--- src/rtl/qdr_user_pkg.sv ---
// Shared types and width helpers for the QDRII+ user-port master.
//   state_e : command FSM encoding (StWaitCal = 0, StRun = 1)
//   app_dw  : controller burst data width  = burst_len * data_width
//   app_bw  : controller burst byte-write width = burst_len * (data_width / 9)
package qdr_user_pkg;

  typedef enum logic {
    StWaitCal = 1'b0,
    StRun     = 1'b1
  } state_e;

  function automatic int unsigned app_dw(input int unsigned burst_len,
                                         input int unsigned data_width);
    return burst_len * data_width;
  endfunction

  // One byte-write lane per 9-bit QDR byte.
  function automatic int unsigned app_bw(input int unsigned burst_len,
                                         input int unsigned data_width);
    return burst_len * (data_width / 9);
  endfunction

endpackage

--- src/rtl/qdr_tag_fifo.sv ---
// Synchronous tag FIFO holding the tags of issued, not yet answered reads.
//   clk, rst          : clock, synchronous active-high reset (flushes contents)
//   push, push_data   : write a tag (ignored when full)
//   pop, pop_data     : drop the head tag (ignored when empty); pop_data shows the head
//   full, empty, count: occupancy status, count ranges 0..Depth
module qdr_tag_fifo #(
  parameter int unsigned Width     = 4,
  parameter int unsigned AddrWidth = 4
) (
  input  logic                 clk,
  input  logic                 rst,
  input  logic                 push,
  input  logic [Width-1:0]     push_data,
  input  logic                 pop,
  output logic [Width-1:0]     pop_data,
  output logic                 full,
  output logic                 empty,
  output logic [AddrWidth:0]   count
);

  localparam int unsigned Depth = 2 ** AddrWidth;

  logic [Width-1:0]     mem_q [Depth];
  logic [AddrWidth-1:0] wr_ptr_q, rd_ptr_q;
  logic [AddrWidth:0]   count_q;
  logic                 do_push, do_pop;

  assign full     = (count_q == (AddrWidth + 1)'(Depth));
  assign empty    = (count_q == '0);
  assign count    = count_q;
  assign pop_data = mem_q[rd_ptr_q];
  assign do_push  = push && !full;
  assign do_pop   = pop && !empty;

  // Pointers wrap naturally at Depth; the counter can never leave 0..Depth.
  always_ff @(posedge clk) begin
    if (rst) begin
      wr_ptr_q <= '0;
      rd_ptr_q <= '0;
      count_q  <= '0;
    end else begin
      if (do_push) wr_ptr_q <= wr_ptr_q + 1'b1;
      if (do_pop)  rd_ptr_q <= rd_ptr_q + 1'b1;
      case ({do_push, do_pop})
        2'b10:   count_q <= count_q + 1'b1;
        2'b01:   count_q <= count_q - 1'b1;
        default: count_q <= count_q;
      endcase
    end
  end

  always_ff @(posedge clk) begin
    if (do_push) mem_q[wr_ptr_q] <= push_data;
  end

endmodule

--- src/rtl/qdr_user_port.sv ---
// Client-side master for the QDRII+ controller user interface.
//   sys_clk/sys_rst/cal_done : clock, sync active-high reset, calibration complete
//   wr_*                     : write request (valid/ready, addr, burst data, active-high byte enables)
//   rd_*                     : read request (valid/ready, addr, tag)
//   rsp_*                    : read response pulse with data and the requester's tag
//   rd_outstanding           : reads issued and not yet returned
//   err_unexpected           : sticky flag, read data arrived with nothing outstanding
//   app_*                    : controller command/data ports (registered strobes, one cycle after accept)
module qdr_user_port
  import qdr_user_pkg::*;
#(
  parameter  int unsigned ADDR_WIDTH = 18,
  parameter  int unsigned DATA_WIDTH = 36,
  parameter  int unsigned BURST_LEN  = 4,
  parameter  int unsigned TAG_WIDTH  = 4,
  parameter  int unsigned TAG_AW     = 4,
  localparam int unsigned APP_DW     = app_dw(BURST_LEN, DATA_WIDTH),
  localparam int unsigned APP_BW     = app_bw(BURST_LEN, DATA_WIDTH)
) (
  input  logic                  sys_clk,
  input  logic                  sys_rst,
  input  logic                  cal_done,
  input  logic                  wr_valid,
  output logic                  wr_ready,
  input  logic [ADDR_WIDTH-1:0] wr_addr,
  input  logic [APP_DW-1:0]     wr_data,
  input  logic [APP_BW-1:0]     wr_be,
  input  logic                  rd_valid,
  output logic                  rd_ready,
  input  logic [ADDR_WIDTH-1:0] rd_addr,
  input  logic [TAG_WIDTH-1:0]  rd_tag,
  output logic                  rsp_valid,
  output logic [APP_DW-1:0]     rsp_data,
  output logic [TAG_WIDTH-1:0]  rsp_tag,
  output logic [TAG_AW:0]       rd_outstanding,
  output logic                  err_unexpected,
  output logic                  app_wr_cmd0,
  output logic [ADDR_WIDTH-1:0] app_wr_addr0,
  output logic [APP_DW-1:0]     app_wr_data0,
  output logic [APP_BW-1:0]     app_wr_bw_n0,
  output logic                  app_rd_cmd0,
  output logic [ADDR_WIDTH-1:0] app_rd_addr0,
  input  logic                  app_rd_valid0,
  input  logic [APP_DW-1:0]     app_rd_data0
);

  state_e state_q, state_d;

  logic                  wr_accept, rd_accept;
  logic                  fifo_full, fifo_empty;
  logic [TAG_WIDTH-1:0]  fifo_head;
  logic                  rsp_fire;

  logic                  wr_cmd_q, rd_cmd_q;
  logic [ADDR_WIDTH-1:0] wr_addr_q, rd_addr_q;
  logic [APP_DW-1:0]     wr_data_q;
  logic [APP_BW-1:0]     wr_bw_n_q;
  logic                  rsp_valid_q;
  logic [APP_DW-1:0]     rsp_data_q;
  logic [TAG_WIDTH-1:0]  rsp_tag_q;
  logic                  err_q;

  always_ff @(posedge sys_clk) begin
    if (sys_rst) state_q <= StWaitCal;
    else         state_q <= state_d;
  end

  // Ready depends only on state and FIFO fullness, so a same-cycle pop never frees a slot.
  always_comb begin
    state_d  = state_q;
    wr_ready = 1'b0;
    rd_ready = 1'b0;
    unique case (state_q)
      StWaitCal: begin
        if (cal_done) state_d = StRun;
      end
      StRun: begin
        wr_ready = 1'b1;
        rd_ready = !fifo_full;
        if (!cal_done) state_d = StWaitCal;
      end
    endcase
  end

  assign wr_accept = wr_valid && wr_ready;
  assign rd_accept = rd_valid && rd_ready;
  assign rsp_fire  = app_rd_valid0 && !fifo_empty;

  qdr_tag_fifo #(
    .Width     (TAG_WIDTH),
    .AddrWidth (TAG_AW)
  ) u_tag_fifo (
    .clk       (sys_clk),
    .rst       (sys_rst),
    .push      (rd_accept),
    .push_data (rd_tag),
    .pop       (app_rd_valid0),
    .pop_data  (fifo_head),
    .full      (fifo_full),
    .empty     (fifo_empty),
    .count     (rd_outstanding)
  );

  // Command registers: strobes last one cycle, address/data hold between strobes.
  always_ff @(posedge sys_clk) begin
    if (sys_rst) begin
      wr_cmd_q  <= 1'b0;
      rd_cmd_q  <= 1'b0;
      wr_addr_q <= '0;
      wr_data_q <= '0;
      wr_bw_n_q <= '1;
      rd_addr_q <= '0;
    end else begin
      wr_cmd_q <= wr_accept;
      rd_cmd_q <= rd_accept;
      if (wr_accept) begin
        wr_addr_q <= wr_addr;
        wr_data_q <= wr_data;
        wr_bw_n_q <= ~wr_be;
      end
      if (rd_accept) rd_addr_q <= rd_addr;
    end
  end

  // Response register; returns with nothing outstanding are dropped and flagged.
  always_ff @(posedge sys_clk) begin
    if (sys_rst) begin
      rsp_valid_q <= 1'b0;
      rsp_data_q  <= '0;
      rsp_tag_q   <= '0;
      err_q       <= 1'b0;
    end else begin
      rsp_valid_q <= rsp_fire;
      if (rsp_fire) begin
        rsp_data_q <= app_rd_data0;
        rsp_tag_q  <= fifo_head;
      end
      if (app_rd_valid0 && fifo_empty) err_q <= 1'b1;
    end
  end

  assign app_wr_cmd0    = wr_cmd_q;
  assign app_wr_addr0   = wr_addr_q;
  assign app_wr_data0   = wr_data_q;
  assign app_wr_bw_n0   = wr_bw_n_q;
  assign app_rd_cmd0    = rd_cmd_q;
  assign app_rd_addr0   = rd_addr_q;
  assign rsp_valid      = rsp_valid_q;
  assign rsp_data       = rsp_data_q;
  assign rsp_tag        = rsp_tag_q;
  assign err_unexpected = err_q;

endmodule
--- config.mk ---
export PLATFORM = sky130hd
export DESIGN_NAME = qdr_user_port
export DESIGN_NICKNAME = d
export VERILOG_FILES = /design/src/rtl/qdr_user_pkg.sv /design/src/rtl/qdr_tag_fifo.sv /design/src/rtl/qdr_user_port.sv
export SDC_FILE = /design/constraint.sdc
export NUM_CORES = 1
export LEC_CHECK = 0
export ABC_AREA = 1
export BUFFER_PORTS_ARGS = -buffer_cell sky130_fd_sc_hd__clkbuf_2
export CORE_AREA = 3 3 271 273
export CTS_CLUSTER_DIAMETER = 200
export DETAILED_ROUTE_END_ITERATION = 8
export DIE_AREA = 0 0 274 276
export SLEW_MARGIN = 20
export SYNTH_ARGS = -nofsm -noshare
export SYNTH_HDL_FRONTEND = slang
export SYNTH_SLANG_ARGS = --single-unit
--- constraint.sdc ---
create_clock -name sys_clk -period 3.37 [get_ports sys_clk]
set_input_delay 0.5055 -clock sys_clk [delete_from_list [all_inputs] [get_ports sys_clk]]
set_output_delay 0.5055 -clock sys_clk [all_outputs]
set_load 0.03 [all_outputs]
# Word-level counts from Yosys, hierarchy flattened

Memories as Yosys holds them, arrays and structs flattened. A register that Yosys moved wholly into a read port is not among the register bits.
Index checks and enable logic that the tools add are counted.

Register bits after elaboration: 358
Latch bits: 0
Bits in writable memories: 64
ROM bits: 0
Input port bits: 350
Memories: 1

Add/sub/neg operators: 4
$mul: 0
Div/mod/pow operators: 0
Magnitude comparators: 0
Equality and inequality tests: 3
Shift-type cells: 0
Multiplexer cells: 6
Bitwise gates (word level): 1
Reduce and logical (&&, ||, !) cells: 9

Memory list:

| name             | depth | width | read ports | clocked after memory_dff | wr ports | line               | source |
|---|---|---|---|---|---|---|---|
| u_tag_fifo.mem_q | 16    | 4     | 1          | 1                        | 1        | qdr_tag_fifo.sv:23 | `logic [Width-1:0] mem_q [Depth];` |

Operator list:

| kind                | count |
|---|---|
| $not 16->16         | 1 |
| $pmux 5 s2          | 1 |
| $add 4x1->4 const B | 2 |
| $add 5x1->5 const B | 1 |
| $eq 5x5->1 const B  | 1 |
| $logic_and 1x1->1   | 5 |
| $logic_not 5->1     | 1 |
| $mux 1              | 5 |
| $sub 5x1->5 const B | 1 |
| $eq 2x1->1 const B  | 1 |
| $eq 2x2->1 const B  | 1 |
| $logic_not 1->1     | 2 |
| $reduce_bool 2->1   | 1 |

# Logic depth before layout (Yosys ltp)

Depth after elaboration: 7
Gate-level depth with buffers: 16

# Hierarchy

A second synthesis with hierarchy kept.

Cells, all modules: 1839
Area total of the unflattened synthesis: 15577.4 sq um

Modules (own cells, without submodules):

| module        | instances | cells each | area each (sq um) | seq. area each (sq um) |
|---|---|---|---|---|
| qdr_user_port | 1         | 1531       | 12042.8           | 6986.7 |
| qdr_tag_fifo  | 1         | 308        | 3534.6            | 2262.2 |

# Worst setup path after synthesis

No wires, ideal clock.

Path type: reg-to-reg
From: register u_tag_fifo.count_q[1] (netlist: u_tag_fifo.count[1])
To: register u_tag_fifo.count_q[4] (netlist: u_tag_fifo.count[4])
Setup time: 134 ps
Data arrival time: 2169 ps
Required time: 3236 ps
Path slack: 1067 ps
Stages on the path, launching flop included: 16
Buffers on the path: 1
Clock period less this slack: 2303 ps
Path through: dfxtp_1 -> inv_2 -> nand4_4 -> nand2_4 -> inv_4 -> buf_2 -> ha_1 -> xor2_1 -> ha_1 -> inv_1 -> nand2_1 -> nand3_1 -> nand3b_1 -> nand2_1 -> nand2_1 -> a21oi_1

Elaborated cells on any way between the ends: 14

RTL lines:

| item                                                   | line                | source |
|---|---|---|
| start: declaration                                     | qdr_tag_fifo.sv:25  | `logic [AddrWidth:0] count_q;` |
| start signal: assignment                               | qdr_tag_fifo.sv:45  | `2'b10: count_q <= count_q + 1'b1;` |
| start signal: assignment                               | qdr_tag_fifo.sv:46  | `2'b01: count_q <= count_q - 1'b1;` |
| start signal: assignment                               | qdr_tag_fifo.sv:47  | `default: count_q <= count_q;` |
| $logic_not 5->1 (*)                                    | qdr_tag_fifo.sv:29  | `assign empty = (count_q == '0);` |
| $logic_not 1->1 (*)                                    | --                  |  |
| $logic_and 1x1->1 (*)                                  | --                  |  |
| net rsp_fire                                           | qdr_user_port.sv:52 | `logic rsp_fire;` |
| $eq 2x1->1 / $eq 2x2->1 (equally long branches)        | qdr_tag_fifo.sv:44  | `case ({do_push, do_pop})` |
| $pmux 5 s2 / $reduce_bool 2->1 (equally long branches) | --                  |  |

The timed path passes the listed nets; every way through them passes the cells marked *.
A chain may end at the register's enable or synchronous reset.

# Worst setup path in the final report

From: register u_tag_fifo.count_q[0] (netlist: u_tag_fifo.count[0])
To: register u_tag_fifo.count_q[4] (netlist: u_tag_fifo.count[4])

Word-level cells in the longest chain between the ends: 7
Elaborated cells on any way between the ends: 14

RTL lines:

| item                                                   | line                                    | source |
|---|---|---|
| $eq 5x5->1                                             | qdr_tag_fifo.sv:28                      | `assign full = (count_q == (AddrWidth + 1)'(Depth));` |
| $logic_not 1->1                                        | qdr_tag_fifo.sv:32, qdr_user_port.sv:79 |  |
| $mux 1                                                 | qdr_user_port.sv:73                     | `unique case (state_q)` |
| $logic_and 1x1->1                                      | qdr_user_port.sv:86                     | `assign rd_accept = rd_valid && rd_ready;` |
| $logic_and 1x1->1                                      | qdr_tag_fifo.sv:32                      | `assign do_push = push && !full;` |
| $eq 2x1->1 / $eq 2x2->1 (equally long branches)        | qdr_tag_fifo.sv:44                      |  |
| $pmux 5 s2 / $reduce_bool 2->1 (equally long branches) | --                                      |  |

Parallel ways exist; a longest one is shown, timed or not.

==> impl_metrics.json <==
{
  "clock_path_buffers": 3,
  "synthToLayoutAreaGrowth_pct": 37.6,
  "dpl.hpwl_um": 40900,
  "busiest_layer": "met2",
  "criticalPathCategory": "reg -> reg",
  "p_leak_nw": 9.85,
  "grt.met1_usage": 0.167,
  "wl_per_cell_um": 15.9,
  "synth_fa_ha_area_frac": 0.00717,
  "clock_tree.root_cell": "clkbuf_16",
  "finClkSkew_ps": 11.7,
  "num_io_pins": 705,
  "syn_area_um2": 15700,
  "finalSetupViolations": 0,
  "place_inst": 3424,
  "p_per_area_nw_per_um2": 821,
  "drt_iter0_drc": 609,
  "first_pass_iters": 5,
  "grt.total_usage": 0.140,
  "core_area_um2": 71400,
  "gr-total-overflow": 0,
  "initial_core_util": 0.220,
  "grt_max_degree": 154,
  "drive_gt1_frac": 0.343,
  "synth_top_family_by_area": "simple AND/OR/NAND/NOR gates",
  "total_power_mw": 17.8,
  "yosys.area_share.xor_xnor": 0.00334,
  "cts_max_level": 2,
  "hold_buffers": 0,
  "worstSkewPairLatency_ps": 570,
  "portBuffers": 704,
  "crit_cells": 14,
  "crit_slowest_cell": "dfxtp_1",
  "rsz0062_at_grt": "no",
  "die-area_um2": 75600,
  "whs_ps": 125,
  "crit_family": "simple AND/OR/NAND/NOR gates",
  "min_period_ps": 2470,
  "cp-end-kind": "flip-flop",
  "max-slew-margin-rel": 0.246,
  "std_cell_rows": 98,
  "cts_tree": "built",
  "cts-resized-gates": 0,
  "synthMuxAreaShare": 0,
  "maxCapViolCount": 0,
  "syn_inst": 1875,
  "nets": 2884,
  "cts_buffers": 49,
  "layout.cells.non_filler": 3518,
  "drcViolationCount": 0,
  "reg2reg_depth": 14,
  "cp_num_buf_inv": 1,
  "crit_chain": "nor2_4 -> nand4_1 -> nand3_4 -> ha_1 -> xor2_1 -> ha_1 -> inv_1 -> nand2_1 -> nand3_1 -> nand2_1 -> nand2_1 -> nand2_1 -> nand2_1 -> a21oi_1",
  "grtUsageMet2": 0.239,
  "r2r_slack_ps": 900,
  "place_area_um2": 20000,
  "post_cts_buffers": 0,
  "synth_simple_gate_area_frac": 0.225,
  "clkTransAtPathRegs_ps": 60,
  "grt_pass1_wl_um": 83300,
  "die_x_um": 274,
  "r2r-end": "u_tag_fifo.count[4]",
  "finalInstanceArea_um2": 21600,
  "ys_seq_area_frac": 0.583,
  "critPathMaxFanout": 27,
  "ys_warn_count": 0,
  "antenna_left": 0,
  "synth-compound-area-share": 0.120,
  "die_h_um": 276,
  "vias": 14400,
  "wl_um": 55900,
  "timing.final.hold_violations": 0,
  "outcome": "complete, no violations",
  "fin_setup_tns_ps": 0,
  "place_congestion": 0.849,
  "worstHoldPathType": "in -> reg",
  "synth_seq_cells": 426,
  "fmaxAchievable_mhz": 405,
  "cp.arrival_ps": 2970,
  "ir_drop_uv": 543,
  "crit_path_start_kind": "flip-flop",
  "grt_use_met3": 0.0452,
  "worst_pin_slew_ps": 1130,
  "cp_common_cell": "nand2_1",
  "slew_violations": 0,
  "crit_required_ps": 3870,
  "grt_pass1_vias": 14000,
  "avgSynthCellArea_um2": 8.38,
  "drt-vias-per-instance": 4.11,
  "cts_sinks": 426,
  "crit_start": "u_tag_fifo.count[0]",
  "crit_path_end": "u_tag_fifo.count[4]",
  "critPathMaxStageDelay_ps": 460,
  "rr_startpoint": "u_tag_fifo.count[0]",
  "antenna_found_initial": 6,
  "yosysUniqueCellTypes": 33,
  "synth_nets": 2234,
  "period_share": 0.733
}
## synthesized netlist by cell type, drive strengths merged
master,n,area (um2)
buf,67,497
xnor2,1,8.76
dfxtp,362,7250
o21bai,1,7.51
clkinv,1,3.75
clkbuf,58,218
inv,62,238
a21boi,1,7.51
nand3,52,273
o21ai,329,1650
edfxtp,64,1920
nand3b,1,7.51
a21oi,44,224
ha,9,113
nor3,1,5.00
nor2,648,2590
nand4,2,27.5
nand2,167,637
xor2,5,43.8
## worst min path at each step
stage	from	end	slack (ps)	depth (start not counted)
finish	wr_be[5]	app_wr_bw_n0[5]	120	2
detailed placement	app_rd_addr0[11]	app_rd_addr0[11]	450	2
floorplan	u_tag_fifo.wr_ptr_q[3]	u_tag_fifo.wr_ptr_q[3]	470	2
global route	wr_be[13]	app_wr_bw_n0[13]	100	2
CTS	wr_be[13]	app_wr_bw_n0[13]	70	2
global placement	app_wr_bw_n0[13]	app_wr_bw_n0[13]	450	2
## cell families after synthesis
kind of cell | after synthesis
and+or+nand+nor | 871
AOI/OAI and AO/OA | 375
DFF | 426
adders and majority gates | 9
xor gates and xnor gates | 6
buffers and inverters | 188
## layout by cell type (no fill, tap or decap), drive strengths merged
cell      synthesis  final
nand2           167    167
diode             0      3
clkinvlp          0      4
a21oi            44     44
o21bai            1      1
nand3b            1      1
nor2            648    648
nand4             2      2
ha                9      9
edfxtp           64     64
o21ai           329    329
clkinv            1      9
buf              67     20
inv              62     65
xor2              5      5
a21boi            1      1
bufinv            0      3
dfxtp           362    362
nand3            52     52
clkbuf           58    777
xnor2             1      1
nor3              1      1
## layout make-up
cell class                      count  area [um2]
Antenna cell                        3        7.51
Clock buffer                       73        1450
Clock inverter                     18         209
Fill cell                        7733       49700
Inverter                           63         256
Multi-Input combinational cell   1261        5600
Sequential cell                   426        9170
Tap cell                          950        1190
Timing Repair Buffer              724        3750
## power breakdown
part	internal, mW	leakage (nW)	switching, mW
sequential	6.03	3.55	0.588
clock	3.22	0.807	2.20
combinational	1.66	5.50	4.07
total	10.9	9.85	6.86
## per-layer routing
metal  wire length (um)  vias to the layer above  part of all wire
li1                   -                     7336                 -
met3               5050                       90             0.090
met1              23100                     6460              0.41
met2              26400                      552              0.47
met5                 40                        -           0.00072
met4               1440                        6             0.026
## registers in the layout, indices dropped and copies added (netlist names), 4 cells and up
register	cells
app_wr_data0	144
rsp_data	144
u_tag_fifo.mem_q	64
app_rd_addr0	18
app_wr_addr0	18
app_wr_bw_n0	16
u_tag_fifo.count	5
rsp_tag	4
u_tag_fifo.rd_ptr_q	4
u_tag_fifo.wr_ptr_q	4
## stage by stage
stage                     setup slack, ps  utilization
after floorplan                      1070            -
after global placement                962        0.280
after detailed placement              905        0.280
after CTS                             887        0.303
after global routing                  627        0.303
final                                 901        0.303
(Power assumes the default switching activity.)
